### src/rtl/wb_branch_ctrl_pkg.sv
// LC-3b shared types: opcode encodings, word/CC types and the WB control-flow FSM states.
// The bundle's other files import this package as lc3b_types.
package lc3b_types;

    typedef logic [15:0] lc3b_word;
    typedef logic [3:0]  lc3b_opcode;
    typedef logic [2:0]  lc3b_nzp;

    localparam lc3b_opcode op_br   = 4'b0000;
    localparam lc3b_opcode op_jsr  = 4'b0100;
    localparam lc3b_opcode op_jmp  = 4'b1100;
    localparam lc3b_opcode op_trap = 4'b1111;

    localparam lc3b_nzp CC_RESET = 3'b010;

    typedef enum logic [1:0] {
        IDLE,
        REDIRECT,
        DRAIN
    } wbctl_state_t;

endpackage

### src/rtl/wb_branch_ctrl_if.sv
// WB-stage control-flow bundle: retiring instruction fields in, redirect/flush/CC out.
interface wb_branch_ctrl_if;
    import lc3b_types::*;

    logic       wb_valid;
    lc3b_opcode wb_opcode;
    lc3b_nzp    wb_nzp;
    logic       wb_load_cc;
    logic [1:0] wb_pcmux_sel;
    lc3b_word   wbdata;
    lc3b_word   br_addr;
    logic       stall;
    logic       redirect_ack;

    lc3b_nzp    cc;
    logic       redirect_valid;
    lc3b_word   redirect_pc;
    logic [1:0] pcmux_sel;
    logic       flush;
    logic       busy;

    modport slave (
        input  wb_valid, wb_opcode, wb_nzp, wb_load_cc, wb_pcmux_sel,
               wbdata, br_addr, stall, redirect_ack,
        output cc, redirect_valid, redirect_pc, pcmux_sel, flush, busy
    );

    modport master (
        output wb_valid, wb_opcode, wb_nzp, wb_load_cc, wb_pcmux_sel,
               wbdata, br_addr, stall, redirect_ack,
        input  cc, redirect_valid, redirect_pc, pcmux_sel, flush, busy
    );

endinterface

### src/rtl/wb_branch_ctrl_gencc.sv
// Condition-code generator: maps a 16-bit result to a one-hot NZP value.
module gencc
    import lc3b_types::*;
(
    input  lc3b_word data,
    output lc3b_nzp  nzp
);

    always_comb begin
        nzp = 3'b001;
        if (data[15]) begin
            nzp = 3'b100;
        end else if (data == 16'h0000) begin
            nzp = 3'b010;
        end
    end

endmodule

### src/rtl/wb_branch_ctrl.sv
// WB-stage control-flow controller: owns CC, resolves BR/JMP/JSR/TRAP, issues a held
// redirect to fetch and then drains the younger stages with a counted flush.
module wb_branch_ctrl
    import lc3b_types::*;
#(
    parameter int FLUSH_STAGES = 3,
    parameter int CNT_W        = 2
) (
    input logic              clk,
    input logic              reset_n,
    wb_branch_ctrl_if.slave  bus
);

    wbctl_state_t state_q, state_d;
    lc3b_nzp      cc_q, cc_d;
    lc3b_word     redirect_pc_q, redirect_pc_d;
    logic [1:0]   pcmux_sel_q, pcmux_sel_d;
    logic [CNT_W-1:0] cnt_q, cnt_d;

    lc3b_nzp gen_cc;
    logic    ret;
    logic    taken;

    gencc u_gencc (
        .data (bus.wbdata),
        .nzp  (gen_cc)
    );

    // Taken decision looks at the registered CC, never the value being written this cycle.
    always_comb begin
        taken = 1'b0;
        case (bus.wb_opcode)
            op_br:                   taken = |(bus.wb_nzp & cc_q);
            op_jmp, op_jsr, op_trap: taken = 1'b1;
            default:                 taken = 1'b0;
        endcase
    end

    assign ret = bus.wb_valid && !bus.stall && (state_q == IDLE);

    always_comb begin
        state_d       = state_q;
        cc_d          = cc_q;
        redirect_pc_d = redirect_pc_q;
        pcmux_sel_d   = pcmux_sel_q;
        cnt_d         = cnt_q;
        case (state_q)
            IDLE: begin
                if (ret && bus.wb_load_cc) begin
                    cc_d = gen_cc;
                end
                if (ret && taken) begin
                    redirect_pc_d = bus.br_addr;
                    pcmux_sel_d   = bus.wb_pcmux_sel;
                    state_d       = REDIRECT;
                end
            end
            REDIRECT: begin
                if (bus.redirect_ack) begin
                    cnt_d   = CNT_W'(FLUSH_STAGES - 1);
                    state_d = DRAIN;
                end
            end
            DRAIN: begin
                if (cnt_q == '0) begin
                    state_d = IDLE;
                end else begin
                    cnt_d = cnt_q - CNT_W'(1);
                end
            end
            default: state_d = IDLE;
        endcase
    end

    always_ff @(posedge clk or negedge reset_n) begin
        if (!reset_n) begin
            state_q       <= IDLE;
            cc_q          <= CC_RESET;
            redirect_pc_q <= '0;
            pcmux_sel_q   <= 2'b00;
            cnt_q         <= '0;
        end else begin
            state_q       <= state_d;
            cc_q          <= cc_d;
            redirect_pc_q <= redirect_pc_d;
            pcmux_sel_q   <= pcmux_sel_d;
            cnt_q         <= cnt_d;
        end
    end

    // Outputs decode straight from state so an async reset drops them without a clock.
    assign bus.cc             = cc_q;
    assign bus.redirect_valid = (state_q == REDIRECT);
    assign bus.redirect_pc    = redirect_pc_q;
    assign bus.pcmux_sel      = (state_q == REDIRECT) ? pcmux_sel_q : 2'b00;
    assign bus.flush          = (state_q != IDLE);
    assign bus.busy           = (state_q != IDLE);

endmodule
### src/flat_wrapper.sv
// flat-port wrapper written by rule: the top's interface ports become plain ports
module wb_branch_ctrl_flat import lc3b_types::*;
#(
    parameter int FLUSH_STAGES = 3,
    parameter int CNT_W        = 2
)
  (clk, reset_n, bus_wb_valid, bus_wb_opcode, bus_wb_nzp, bus_wb_load_cc, bus_wb_pcmux_sel, bus_wbdata, bus_br_addr, bus_stall, bus_redirect_ack, bus_cc, bus_redirect_valid, bus_redirect_pc, bus_pcmux_sel, bus_flush, bus_busy);
  wb_branch_ctrl_if bus_i ();
  input logic clk;
  input logic reset_n;
  input wire logic [$bits(bus_i.wb_valid)-1:0] bus_wb_valid;
  input wire logic [$bits(bus_i.wb_opcode)-1:0] bus_wb_opcode;
  input wire logic [$bits(bus_i.wb_nzp)-1:0] bus_wb_nzp;
  input wire logic [$bits(bus_i.wb_load_cc)-1:0] bus_wb_load_cc;
  input wire logic [$bits(bus_i.wb_pcmux_sel)-1:0] bus_wb_pcmux_sel;
  input wire logic [$bits(bus_i.wbdata)-1:0] bus_wbdata;
  input wire logic [$bits(bus_i.br_addr)-1:0] bus_br_addr;
  input wire logic [$bits(bus_i.stall)-1:0] bus_stall;
  input wire logic [$bits(bus_i.redirect_ack)-1:0] bus_redirect_ack;
  output wire logic [$bits(bus_i.cc)-1:0] bus_cc;
  output wire logic [$bits(bus_i.redirect_valid)-1:0] bus_redirect_valid;
  output wire logic [$bits(bus_i.redirect_pc)-1:0] bus_redirect_pc;
  output wire logic [$bits(bus_i.pcmux_sel)-1:0] bus_pcmux_sel;
  output wire logic [$bits(bus_i.flush)-1:0] bus_flush;
  output wire logic [$bits(bus_i.busy)-1:0] bus_busy;
  assign bus_i.wb_valid = bus_wb_valid;
  assign bus_i.wb_opcode = bus_wb_opcode;
  assign bus_i.wb_nzp = bus_wb_nzp;
  assign bus_i.wb_load_cc = bus_wb_load_cc;
  assign bus_i.wb_pcmux_sel = bus_wb_pcmux_sel;
  assign bus_i.wbdata = bus_wbdata;
  assign bus_i.br_addr = bus_br_addr;
  assign bus_i.stall = bus_stall;
  assign bus_i.redirect_ack = bus_redirect_ack;
  assign bus_cc = bus_i.cc;
  assign bus_redirect_valid = bus_i.redirect_valid;
  assign bus_redirect_pc = bus_i.redirect_pc;
  assign bus_pcmux_sel = bus_i.pcmux_sel;
  assign bus_flush = bus_i.flush;
  assign bus_busy = bus_i.busy;
  wb_branch_ctrl #(.FLUSH_STAGES(FLUSH_STAGES), .CNT_W(CNT_W)) u_core (.clk(clk), .reset_n(reset_n), .bus(bus_i));
endmodule
### config.mk
export PLATFORM = sky130hd
export DESIGN_NAME = wb_branch_ctrl_flat
export DESIGN_NICKNAME = d
export VERILOG_FILES = /design/src/rtl/wb_branch_ctrl_pkg.sv /design/src/rtl/wb_branch_ctrl_if.sv /design/src/rtl/wb_branch_ctrl_gencc.sv /design/src/rtl/wb_branch_ctrl.sv /design/src/flat_wrapper.sv
export SDC_FILE = /design/constraint.sdc
export NUM_CORES = 1
export LEC_CHECK = 0
export ABC_AREA = 1
export CORE_ASPECT_RATIO = 1.4
export CORE_UTILIZATION = 35
export CTS_BUF_LIST = sky130_fd_sc_hd__clkbuf_2
export DETAILED_ROUTE_END_ITERATION = 10
export HOLD_SLACK_MARGIN = 0.03
export PLACE_DENSITY = 0.79
export SYNTH_ARGS = -nofsm -noshare
export SYNTH_HDL_FRONTEND = slang
export SYNTH_HIERARCHICAL = 1
export SYNTH_SLANG_ARGS = --single-unit
### constraint.sdc
create_clock -name clk -period 1.3 [get_ports clk]
set_clock_uncertainty 0.15 [all_clocks]
set_input_delay 0.13 -clock clk [delete_from_list [all_inputs] [get_ports clk]]
set_output_delay 0.13 -clock clk [all_outputs]
set_load 0.005 [all_outputs]
==> results_dict.tcl, run 1 <==
set metrics [dict create \
    cts.sinks 25 \
    finalSetupTns_ns -5.331 \
    numPortBuffers 70 \
    r2r_slack_ns -0.22 \
    min_from "bus_br_addr[11]" \
    crit_arrival_ns 1.66 \
    syn_area_um2 1201 \
    core_area_um2 3183 \
    rows 24 \
    r2r_end "u_core/bus.redirect_pc[3]" \
    dieWidth_um 51.51 \
    cp-start-kind "flop" \
    ioPinCount 71 \
    layout_commonest_cell "clkdlybuf4s50_1" \
    drc_errors 0 \
    firstDrtPassIters 4 \
    maxSlewHeadroom 0.7560 \
    h-tree-depth 1 \
    ys_seq_elements 25 \
    yosysUniqueCellTypes 18 \
    mappedNetlistNets 199 \
    wl_mm 3.895 \
    routedWlPerCell_um 13.03 \
    reg2regPathDepth 9 \
    grt.total_usage 0.1887 \
    cts_root_buffer "clkbuf_2" \
    required_ns 1.44 \
    ir_drop_v 0.0008553 \
    status "complete, but fails checks" \
    min_to "u_core/bus.redirect_pc[11]" \
    synth.area.top_cells "dfrtp_1 (50%), nand2_1 (18%), nand3_1 (9.6%)" \
    min_period_over_period 1.167 \
    final_cell_mix "clkdlybuf4s50_1 (46), nand2_1 (44), buf_4 (24), dfrtp_1 (24), nand3_1 (20)" \
    tightest_slew_ns 0.3648 \
    crit_type "reg2reg" \
    period_needed_ns 1.517 \
    synth_top_area_share 0.5000 \
    cap_violations 0 \
    clockBufferDepth 2 \
    synth_area_leader_cell "dfrtp_1" \
    cp_top_family "flip-flops" \
    power.density_nw_per_um2 1383 \
    drt_iter0_markers 30 \
    area_growth_pct 102.5 \
    p_leak_uw 0.001218 \
    layout-drive-gt1-share 0.3731 \
    grt_start_max_net_pins 21 \
    crit_path_max_fanout 5 \
    timing.hold.ws_ns 0.1325 \
    dp_hpwl_mm 2.230 \
    yosysSeqAreaShare 0.5219 \
    r2r_start "u_core/bus.cc[1]" \
    min-delay-path-class "in2reg" \
    diodes 0 \
    fmax_mhz 659.3 \
    worstPathCellList "buf_6 -> nand2_4 -> nand3_4 -> nand2_4 -> nand2_8 -> buf_12 -> nand2_8 -> nand2_2 -> nand2_1" \
    cp_slowest_stage_delay_ns 0.60 \
    synthCells 151 \
    min_path_cells 3 \
    worst_slack_ns -0.2168 \
    clk_latency_ns 0.34 \
    routed_via_density 4.759 \
    grt_pass1_wl_mm 5.257 \
    grt_pass1_vias 1271 \
    vias 1423 \
    cts_tree "built" \
    numCtsBuffers 3 \
    dieArea_um2 3673 \
    cp_num_cells 9 \
    hold_viol_final 0 \
    final_antenna_net_count 0 \
    combPwrFrac 0.529 \
    cpMaxStageDelayCell "dfstp_2" \
    violations "negative setup slack" \
    setup_viol 31 \
    pwr-share-clk 0.094 \
    clk_pin_slew_ns 0.25 \
    timing.critical_path.buf_inv 2 \
    wl_met1_mm 1.382 \
    fin_nets 309 \
    yosysWarnings 6 \
    antenna_found_initial 0 \
    chipHeight_um 71.32 \
    p_seq_frac 0.377 \
    initial_core_util 0.3774 \
    routabilityCongestion 0.7242 \
    postSynthAreaPerCell_um2 7.955 \
    rsz0062_at_grt "yes" \
    endpoint_kind "flop" \
    internal_power_uw 2177 \
    swShare 0.3529 \
    wl_met3_um 235 \
    netSwitchingPower_uw 1187 \
    route.met2.wl_mm 2.214 \
    routed.top_layer "met4" \
    grt_overflow 0 \
    slew_violations 0 \
]
==> state kept, by name (all words and copies together) (netlist names) <==
signal                  cells
u_core/state_q              2
u_core/pcmux_sel_q          2
u_core/bus.redirect_pc     16
u_core/bus.cc               3
u_core/cnt_q                2
==> kinds of logic (layout without fill, tap and decap cells) <==
group                    Yosys count  after routing  share of synthesized area
AO/OA/AOI/OAI                      5              5                    0.02083
adder cells (fa/ha/maj)            1              1                    0.01042
buffers and inverters             20            127                    0.08229
flip-flops                        25             25                     0.5219
AND/OR/NAND/NOR                  100            102                     0.3646
==> worst max path at each step <==
stage | from | to | slack (ns)
after floorplan | u_core/bus.cc[1] | u_core/bus.redirect_pc[0] | -0.10
after global placement | bus_wb_opcode[0] | u_core/state_q[0] | -0.20
after detailed placement | bus_wb_opcode[0] | u_core/state_q[0] | -0.23
after CTS | u_core/state_q[1] | u_core/bus.redirect_pc[9] | -0.18
after global routing | u_core/state_q[1] | u_core/bus.redirect_pc[9] | -0.27
final | u_core/bus.cc[1] | u_core/bus.redirect_pc[3] | -0.22
==> what timing repair did <==
item,4_1_cts,5_1_grt
hold buffers,1,0
pin swaps,4,11
resized for setup,80,49
buffers inserted,16,12
setup endpoints to repair,48,46
endpoints found under the hold margin,4,0
cloned,2,1
==> through the flow <==
stage	cell area (um^2)	utilization	power, uW	std cells	setup slack (ns)
2_1_floorplan	1206	-	1716	151	-0.1027
3_3_place_gp	2042	0.6415	2559	265	-0.1992
3_5_place_dp	2042	0.6415	2596	265	-0.2303
4_1_cts	2277	0.7154	3032	288	-0.1815
5_1_grt	2432	0.7642	3570	299	-0.2672
6_report	2432	0.7642	3364	299	-0.2168
==> routing by layer <==
layer	vias to the layer above	track usage
li1	690	-
met1	657	0.2104
met2	70	0.3622
met3	6	0.01486
met4	0	0.06306
met5	-	0
==> layout make-up <==
type | instances | area, um^2
Multi-Input combinational cell | 108 | 644.4
Inverter | 14 | 52.55
Timing Repair Buffer | 109 | 1037
Clock inverter | 1 | 7.507
Tap cell | 39 | 48.80
Clock buffer | 3 | 15.01
Fill cell | 214 | 750.7
Sequential cell | 25 | 626.9
==> Yosys cell counts <==
cell type and count:
nor2_1 14, buf_6 1, nand3b_1 1, nand3_1 23, inv_1 12, buf_4 4, o21ai_0 3, inv_2 2
nor3b_4 1, dfrtp_1 24, a21oi_1 2, nand2_1 57, nand2_2 2, buf_2 1, and2_1 1, dfstp_2 1
ha_1 1, nand2_4 1
==> worst register-to-register path, cell delays in order, from the launching register on <==
cell and delay (ns):
dfstp_2 0.60, buf_6 0.11, nand2_4 0.05, nand3_4 0.07, nand2_4 0.07, nand2_8 0.12
buf_12 0.14, nand2_8 0.06, nand2_2 0.06, nand2_1 0.04
==> power groups by stage <==
stage	registers (uW)	clock network (uW)	logic (uW)
global route	1300	338	1930
global placement	1270	0	1290
finish	1270	315	1780
detailed placement	1270	0	1320
CTS	1240	312	1480
floorplan	1270	0	445
Power figures use the tool's default switching activity.
==> run 2, diff against run 1 <==
--- a/config.mk
+++ b/config.mk
@@ -12,6 +12,7 @@
 export DETAILED_ROUTE_END_ITERATION = 10
 export HOLD_SLACK_MARGIN = 0.03
 export PLACE_DENSITY = 0.79
+export REMOVE_ABC_BUFFERS = 1
 export SYNTH_ARGS = -nofsm -noshare
 export SYNTH_HDL_FRONTEND = slang
 export SYNTH_HIERARCHICAL = 1
==> run 2 against run 1 <==
Net effect:
- the flow still finishes with violations (negative setup slack)
- worst setup slack lost 0.068 ns
- global-route usage increased by 1.6 points
- combinational power decreased by 3%
- routed wire length shrank 9.6%
- die area did not move
- highest routed layer unchanged
==> results_dict.tcl, run 2 (synthesis results as in run 1) <==
set metrics [dict create \
    status "complete, but fails checks" \
    violations "negative setup slack" \
    reg2regPathDepth 9 \
    chipHeight_um 71.32 \
    r2r_slack_ns -0.28 \
    netSwitchingPower_uw 1096 \
    numPortBuffers 70 \
    antenna_found_initial 0 \
    firstDrtPassIters 4 \
    setup_viol 30 \
    fmax_mhz 630.9 \
    rsz0062_at_grt "yes" \
    final_antenna_net_count 0 \
    grt_overflow 0 \
    area_growth_pct 90.10 \
    numCtsBuffers 3 \
    crit_start "u_core/state_q[1]" \
    dieWidth_um 51.51 \
    diodes 0 \
    h-tree-depth 1 \
    core_area_um2 3183 \
    r2r_end "u_core/pcmux_sel_q[0]" \
    clk_pin_slew_ns 0.23 \
    dp_hpwl_mm 2.404 \
    place_area_um2 2057 \
    hold_viol_final 0 \
    drt_iter0_markers 13 \
    initial_core_util 0.3774 \
    routabilityCongestion 0.7270 \
    fin_nets 310 \
    cap_violations 0 \
    internal_power_uw 2176 \
    timing.critical_path.buf_inv 5 \
    cp-endpoint "u_core/pcmux_sel_q[0]" \
    cpMostUsedCell "buf_6" \
    wl_mm 3.522 \
    power.density_nw_per_um2 1433 \
    min-delay-path-class "in2reg" \
    drc_errors 0 \
    grt_start_max_net_pins 26 \
    routed_via_density 4.627 \
    final_cell_mix "nand2_1 (55), clkdlybuf4s50_1 (46), buf_4 (27)" \
    fin_area_um2 2283 \
    worst_slack_ns -0.2849 \
    vias 1388 \
    slew_violations 0 \
    crit_type "reg2reg" \
    period_needed_ns 1.585 \
    layout-drive-gt1-share 0.3295 \
    rows 24 \
    cp-start-kind "flop" \
    cp_num_cells 9 \
    min_period_over_period 1.219 \
    p_leak_uw 0.001196 \
    maxSlewHeadroom 0.8468 \
    swShare 0.3351 \
    largest_reg_flops 16 \
    grt_pass1_vias 1357 \
    cts.sinks 25 \
    ioPinCount 71 \
    grt.total_usage 0.2043 \
    ir_drop_v 0.0009956 \
    pwr-share-clk 0.093 \
    cts_root_buffer "clkbuf_2" \
    crit_path_max_fanout 9 \
    cts_tree "built" \
    crit_arrival_ns 1.74 \
    tightest_slew_ns 0.2297 \
    cp_top_family "buffers and inverters" \
    clk_latency_ns 0.34 \
    grt_pass1_wl_mm 5.713 \
    endpoint_kind "flop" \
    routedWlPerCell_um 11.74 \
    r2r_start "u_core/state_q[1]" \
    timing.hold.ws_ns 0.1616 \
    cpMaxStageDelayCell "dfrtp_1" \
    combPwrFrac 0.527 \
    required_ns 1.45 \
    worstPathCellList "inv_2 -> buf_6 -> nand2_4 -> buf_6 -> nor3b_4 -> buf_12 -> buf_4 -> nand3_1 -> nand2_1" \
    p_seq_frac 0.380 \
    dieArea_um2 3673 \
    cp_slowest_stage_delay_ns 0.44 \
    layout_commonest_cell "nand2_1" \
    clockBufferDepth 2 \
]
run 2: cell types whose count changed in the layout (fill, tap and decap cells not counted), sizes merged:
cell / change
clkbuf: +4
clkdlybuf4s15: -4
buf: +3
clkinvlp: -1
nand2: -1
run 2: worst min-delay path by stage:
stage	startpoint	to	slack, ns	depth (start not counted)
after floorplan	reset_n	u_core/bus.cc[0]	-0.32	0
after global placement	u_core/bus.redirect_pc[4]	u_core/bus.redirect_pc[4]	0.30	2
after detailed placement	u_core/bus.redirect_pc[15]	u_core/bus.redirect_pc[15]	0.31	2
after CTS	bus_br_addr[7]	u_core/bus.redirect_pc[7]	0.15	3
after global routing	bus_br_addr[15]	u_core/bus.redirect_pc[15]	0.14	3
final	bus_br_addr[7]	u_core/bus.redirect_pc[7]	0.16	3
run 2: stage by stage:
| stage | cells | setup slack (ns) | TNS (ns) | util | power [uW] |
|---|---|---|---|---|---|
| floorplan | 145 | -0.4052 | -8.677 | - | 1676 |
| global placement | 271 | -0.2196 | -4.669 | 0.6462 | 2591 |
| detailed placement | 271 | -0.2610 | -5.599 | 0.6462 | 2639 |
| CTS | 292 | -0.2801 | -6.584 | 0.7079 | 3150 |
| global route | 300 | -0.3996 | -9.979 | 0.7174 | 3509 |
| finish | 300 | -0.2849 | -7.249 | 0.7174 | 3272 |
run 2: what timing repair did:
action / CTS / global route
gates resized for setup: 72 / 36
endpoints found under the hold margin: 24 / 0
cloned: 1 / 0
hold buffers: 1 / 0
setup buffers: 15 / 8
endpoints found under the setup margin: 48 / 48
pin swaps: 3 / 1
run 2: final cells by class:
cell class,count,area [um^2]
clock buffers,4,20.02
fillers,260,899.6
inverters,14,52.55
multi-input cells,107,553.0
flip-flops and latches,25,626.9
well taps,39,48.80
repair buffers,111,982.2
run 2: per-layer routing:
layer  wire length (um)  GRT usage
met1               1283     0.2196
met2               2026     0.3954
met3                183    0.02760
met4                 29    0.06306
met5                  0          0
run 2: tightest hold or removal path: cells and delay by family:
| kind | cells | cell delay (ns) |
|---|---|---|
| buffers and inverters | 1 | 0.40 |
| and+or+nand+nor | 2 | 0.13 |
run 2: power by group through the flow:
stage	logic, uW	clock network (uW)	registers, uW
6_report	1720	305	1240
5_1_grt	1870	357	1280
4_1_cts	1600	312	1240
3_5_place_dp	1370	0	1270
3_3_place_gp	1320	0	1270
2_1_floorplan	405	0	1270
